## src/rtl/qdec_counter.sv

```systemverilog
// Quadrature decoder with input synchronizers, run-length filters, a 4x
// position counter, an optional index zeroing mechanism and sticky flags.
module qdec_counter #(
  parameter int unsigned WIDTH         = 8,
  parameter int unsigned FILTER_LEN    = 2,
  parameter int unsigned ZERO_ON_INDEX = 1
) (
  input  logic             clk,
  input  logic             clear,
  input  logic             quad_a,
  input  logic             quad_b,
  input  logic             index,
  input  logic             load,
  input  logic [WIDTH-1:0] d,
  input  logic             err_clr,
  output logic [WIDTH-1:0] qd,
  output logic             dir,
  output logic             err,
  output logic             idx_seen
);

  localparam int unsigned CNT_W  = 4;
  localparam int unsigned INIT_W = 5;
  localparam int unsigned NCH    = 3;
  localparam logic [CNT_W-1:0]  RUN_LAST  = CNT_W'(FILTER_LEN - 1);
  // INIT lasts as long as the sync+filter pipeline, so a level held
  // through reset reaches prev_ab before tracking starts.
  localparam logic [INIT_W-1:0] INIT_LAST = INIT_W'(FILTER_LEN + 2);

  typedef enum logic {
    ST_INIT,
    ST_TRACK
  } state_t;

  // Channel order: [2] index, [1] A, [0] B
  logic [NCH-1:0]   sync1;
  logic [NCH-1:0]   sync2;
  logic [NCH-1:0]   filt;
  logic [CNT_W-1:0] run [NCH];

  state_t            state, state_n;
  logic [INIT_W-1:0] init_cnt, init_cnt_n;
  logic [1:0]        prev_ab, prev_ab_n;
  logic              idx_prev, idx_prev_n;
  logic [WIDTH-1:0]  qd_n;
  logic              dir_n, err_n, idx_seen_n;

  logic [1:0] filt_ab;
  logic [1:0] pos_cur, pos_prev, delta;
  logic       step_up, step_dn, illegal, idx_rise;

  assign filt_ab = filt[1:0];

  // Map Gray-coded AB onto a 2-bit position so a step is a +/-1 difference.
  function automatic logic [1:0] ab_to_pos(input logic [1:0] ab);
    logic [1:0] p;
    case (ab)
      2'b00:   p = 2'd0;
      2'b01:   p = 2'd1;
      2'b11:   p = 2'd2;
      default: p = 2'd3;
    endcase
    return p;
  endfunction

  // Two-flop synchronizers for the asynchronous encoder pins.
  always_ff @(posedge clk) begin
    if (!clear) begin
      sync1 <= '0;
      sync2 <= '0;
    end else begin
      sync1 <= {index, quad_a, quad_b};
      sync2 <= sync1;
    end
  end

  // Run-length filters: accept a new level after FILTER_LEN differing cycles.
  always_ff @(posedge clk) begin
    if (!clear) begin
      filt <= '0;
      for (int i = 0; i < NCH; i++) run[i] <= '0;
    end else begin
      for (int i = 0; i < NCH; i++) begin
        if (sync2[i] != filt[i]) begin
          if (run[i] == RUN_LAST) begin
            filt[i] <= sync2[i];
            run[i]  <= '0;
          end else begin
            run[i] <= run[i] + CNT_W'(1);
          end
        end else begin
          run[i] <= '0;
        end
      end
    end
  end

  // State and output registers.
  always_ff @(posedge clk) begin
    if (!clear) begin
      state    <= ST_INIT;
      init_cnt <= '0;
      prev_ab  <= '0;
      idx_prev <= 1'b0;
      qd       <= '0;
      dir      <= 1'b0;
      err      <= 1'b0;
      idx_seen <= 1'b0;
    end else begin
      state    <= state_n;
      init_cnt <= init_cnt_n;
      prev_ab  <= prev_ab_n;
      idx_prev <= idx_prev_n;
      qd       <= qd_n;
      dir      <= dir_n;
      err      <= err_n;
      idx_seen <= idx_seen_n;
    end
  end

  // Next-state, step decode and next output values.
  always_comb begin
    state_n    = state;
    init_cnt_n = init_cnt;
    prev_ab_n  = filt_ab;
    idx_prev_n = filt[2];
    qd_n       = qd;
    dir_n      = dir;
    err_n      = err;
    idx_seen_n = idx_seen;
    pos_cur    = ab_to_pos(filt_ab);
    pos_prev   = ab_to_pos(prev_ab);
    delta      = pos_cur - pos_prev;
    step_up    = 1'b0;
    step_dn    = 1'b0;
    illegal    = 1'b0;
    idx_rise   = 1'b0;

    case (state)
      ST_INIT: begin
        if (init_cnt == INIT_LAST) begin
          state_n = ST_TRACK;
        end else begin
          init_cnt_n = init_cnt + INIT_W'(1);
        end
        if (load) qd_n = d;
        if (err_clr) err_n = 1'b0;
      end
      ST_TRACK: begin
        step_up  = (delta == 2'd1);
        step_dn  = (delta == 2'd3);
        illegal  = (delta == 2'd2);
        idx_rise = filt[2] & ~idx_prev;
        if (idx_rise) idx_seen_n = 1'b1;
        if (load) begin
          qd_n = d;
        end else if (idx_rise && (ZERO_ON_INDEX != 0)) begin
          qd_n = '0;
        end else if (step_up) begin
          qd_n = qd + WIDTH'(1);
        end else if (step_dn) begin
          qd_n = qd - WIDTH'(1);
        end
        if (step_up) begin
          dir_n = 1'b1;
        end else if (step_dn) begin
          dir_n = 1'b0;
        end
        if (illegal) begin
          err_n = 1'b1;
        end else if (err_clr) begin
          err_n = 1'b0;
        end
      end
      default: state_n = ST_INIT;
    endcase
  end

endmodule

```

## config.mk

```make
export PLATFORM = sky130hd
export DESIGN_NAME = qdec_counter
export DESIGN_NICKNAME = d
export VERILOG_FILES = /design/src/rtl/qdec_counter.sv
export SDC_FILE = /design/constraint.sdc
export NUM_CORES = 1
export LEC_CHECK = 0
export ABC_AREA = 1
export CORE_MARGIN = 5
export CORE_UTILIZATION = 45
export DETAILED_ROUTE_END_ITERATION = 6
export HOLD_SLACK_MARGIN = 0.08
export PLACE_DENSITY_LB_ADDON = 0.1
export SYNTH_ARGS = -nofsm -noshare
export SYNTH_HDL_FRONTEND = slang
export SYNTH_SLANG_ARGS = --single-unit
```

## constraint.sdc

```tcl
create_clock -name clk -period 3.5 [get_ports clk]
set_input_delay 0.35 -clock clk [delete_from_list [all_inputs] [get_ports clk]]
set_output_delay 0.35 -clock clk [all_outputs]
set_load 0.05 [all_outputs]
```

==> results by group <==
Critical path
  – RR Startpoint: filt[0]
  – Crit start category: flip-flop
  – Cell chain of the critical path: inv_1, ha_1, ha_1, o21ai_1, nand2_1, nand2_1, nand3_2, ha_1, a21oi_1, nand2_2, nand2_1, o21ai_2, or2_1, nand3_1, a21oi_1
  – Crit path required time: 3.68 ns
  – Critical Path Source: filt[0]
  – WS Path Type: reg2reg
  – CP endpoint kind: flip-flop
  – Peak per-stage delay on the critical path: 0.40 ns
  – CP max FO: 8
  – Crit path DAT: 2.86 ns
  – R2r setup slk: 0.82 ns
  – Critical path's slowest cell: ha_1

Job
  – # Max-Cap Violations: 0

Power and ir drop
  – LEAKAGE: 1.18 nW
  – Power per cell area: 427 nW/µm²
  – Maximum vdd drop: 0.289 mV

Logic synthesis
  – Ys flop type: dfxtp_1
  – Number of synthesized flops with an enable pin: 12
  – FFs w/ async S/R, synth: 0%
  – Mapped Cells: 257
  – Mapped cell area: 2180 µm²
  – Seq/Total Area, Yosys: 43.1%
  – Yosys reg bits: 41
  – Netlist cell types: 34
  – Synth Warn #: 0
  – Syn Area/Cell: 8.50 µm²

Drt
  – Post-detailed-routing wire length: 3.77 mm
  – DRT Pass-1 Iters: 4
  – Met3 wire length: 153 µm
  – Uppermost routed layer: met4
  – Vias per std cell: 4.52
  – Antenna viol nets, final: 0
  – DRT iter0 DRCs: 74
  – DR vias: 1655
  – Met2 routed WL: 1.70 mm
  – DRC Markers: 0
  – Routed len/inst: 10.3 µm
  – Wire length on met1: 1.87 mm

Timing
  – Unrepaired setup endpoints after global routing: false
  – Max Fclk: 373 MHz
  – Worst-Margin Slew: 0.648 ns
  – Final number of setup-violating endpoints: 0
  – Setup tns final: 0 ns
  – Setup ws final: 0.819 ns
  – Period utilisation layout: 76.6%
  – Crit path time final: 2.68 ns
  – Slew Limit Fails: 0
  – Slew headroom: 56.7%
  – Hold WS: 0.416 ns
  – Layout Skew: 0.00534 ns
  – Final hold vios: 0

Place
  – Post-detail-place hpwl: 2.90 mm
  – IO buf count: 25
  – Pre-CTS setup slack: 0.836 ns
  – Placer Congestion: 0.794
  – Dpl cell area: 2550 µm²

Floorplan
  – Chip width: 79.7 µm
  – Rows: 25
  – Die area: 6340 µm²
  – Initial Util: 46.2%
  – Top-level I/O count: 26
  – Core area: 4720 µm²
  – Die height: 79.7 µm

GRT
  – Total grt overflow: 0
  – GRT Util Overall: 13.7%
  – First-pass GRT wire length: 6.83 mm
  – Initial antenna violation count: 0
  – Vias in the first global route: 1562
  – Pin count of the biggest net entering global routing: 20

CTS
  – Postcts setup bufs: 0
  – CTS clock-pin slew for the worst setup and hold paths: 0.08 ns
  – Worst skew pair latency: 0.29 ns
  – CTS tree: built
  – Gates resized, CTS repair: 0
  – Clock Tree Root: clkbuf_8
  – Clock Tree Buf Depth: 2
  – CTS buffer count: 5
  – Hold_buf cts: 0
  – H-Tree Depth: 2
  – CTS Sinks: 41

Cells and area
  – Synth-to-Final Area Change: 20.8%
  – Layout net count: 333
  – Final Instance Area: 2640 µm²
  – # diodes: 0
  – Register area: 941 µm²
  – Share of layout cells above drive strength 1: 9.03%
  – Filler cell count: 429
  – Area of the multi-input gates: 1110 µm²

Run status
  – Status: complete, no violations

Hold path
  – Hold Crit Start: sync1[2]
  – Worst min path class: reg2reg
-- layer usage --
metal | up-vias | global-route usage, %
li1 | 916 | -
met1 | 713 | 17.3
met2 | 20 | 22.5
met3 | 6 | 3.72
met4 | 0 | 4.64
met5 | - | 0
-- Yosys cell counts (2+ instances only) --
| master | count | share of area, % |
|---|---|---|
| nand3_1 | 13 | 3.0 |
| clkbuf_1 | 2 | 0.34 |
| o21ai_1 | 5 | 1.1 |
| nand2_1 | 33 | 5.7 |
| nor2_8 | 2 | 1.8 |
| xnor2_1 | 4 | 1.6 |
| edfxtp_1 | 12 | 17 |
| o21ai_0 | 15 | 3.4 |
| dfxtp_1 | 29 | 27 |
| inv_1 | 35 | 6.0 |
| inv_2 | 5 | 0.86 |
| a21oi_2 | 2 | 0.80 |
| a211oi_2 | 2 | 1.1 |
| nor2_1 | 27 | 4.6 |
| a21oi_1 | 29 | 6.6 |
| xor2_1 | 4 | 1.6 |
| ha_1 | 19 | 11 |
| nor2_2 | 2 | 0.57 |
| nand4_1 | 2 | 0.57 |
-- final timing paths --
path | end | depth (start not counted)
setup / recovery | qd[5] | 15
hold / removal | sync2[2] | 2
hold reg to reg | sync2[2] | 2
setup reg to reg | qd[5] | 15
-- cells in the final DEF (no fill, tap or decap), types with 4 or more instances in the layout --
| cell type | count |
|---|---|
| nand3_1 | 13 |
| dfxtp_1 | 29 |
| inv_2 | 5 |
| clkdlybuf4s50_1 | 25 |
| xor2_1 | 4 |
| clkbuf_8 | 5 |
| a21oi_1 | 29 |
| ha_1 | 19 |
| xnor2_1 | 4 |
| conb_1 | 12 |
| inv_1 | 35 |
| o21ai_1 | 5 |
| nor2_1 | 27 |
| o21ai_0 | 15 |
| nand2_1 | 33 |
| edfxtp_1 | 12 |
-- metrics by stage --
step	util, %	std cells	total power [W]
floorplan	-	268	0.000761
global placement	54.1	358	0.000829
detailed placement	54.1	358	0.000831
CTS	55.8	366	0.00114
global route	55.8	366	0.00120
finish	55.8	366	0.00113
-- cell type report --
type | count | area share (%)
Multi-Input combinational cell | 183 | 42.2
Inverter | 41 | 6.02
Clock inverter | 1 | 0.285
Clock buffer | 7 | 2.89
Sequential cell | 41 | 35.7
Timing Repair Buffer | 26 | 9.77
Tap cell | 67 | 3.18
-- cell families after synthesis --
| kind of cell | count (synthesis) | synth area share, % |
|---|---|---|
| AO/OA/AOI/OAI | 59 | 15.8 |
| adder cells (fa/ha/maj) | 20 | 11.8 |
| other | 1 | 0.172 |
| AND/OR/NAND/NOR | 84 | 18.1 |
| flip-flops | 41 | 43.1 |
| buffers and inverters | 44 | 7.85 |
| XOR/XNOR | 8 | 3.21 |
-- sequential cells by signal, indices dropped and copies added, names as in the netlist --
name / cells
dir: 1
err: 1
filt: 3
idx_prev: 1
idx_seen: 1
init_cnt: 5
prev_ab: 2
qd: 8
run: 12
state: 1
sync1: 3
sync2: 3
-- worst max-delay path: cells and delay by family (launching register included) --
kind,cells,cell delay [ns]
buffers and inverters,1,0.07
AND/OR/NAND/NOR,7,0.82
flip-flops,1,0.39
adder cells (fa/ha/maj),3,0.90
AO/OA/AOI/OAI,4,0.41
-- power by group --
group	switching, W	internal (W)
Clock	0.000165	0.000141
Combinational	0.000166	0.000107
Sequential	0.0000267	0.000521
Total	0.000357	0.000769
Note: power is estimated with default switching activity, not from simulation.
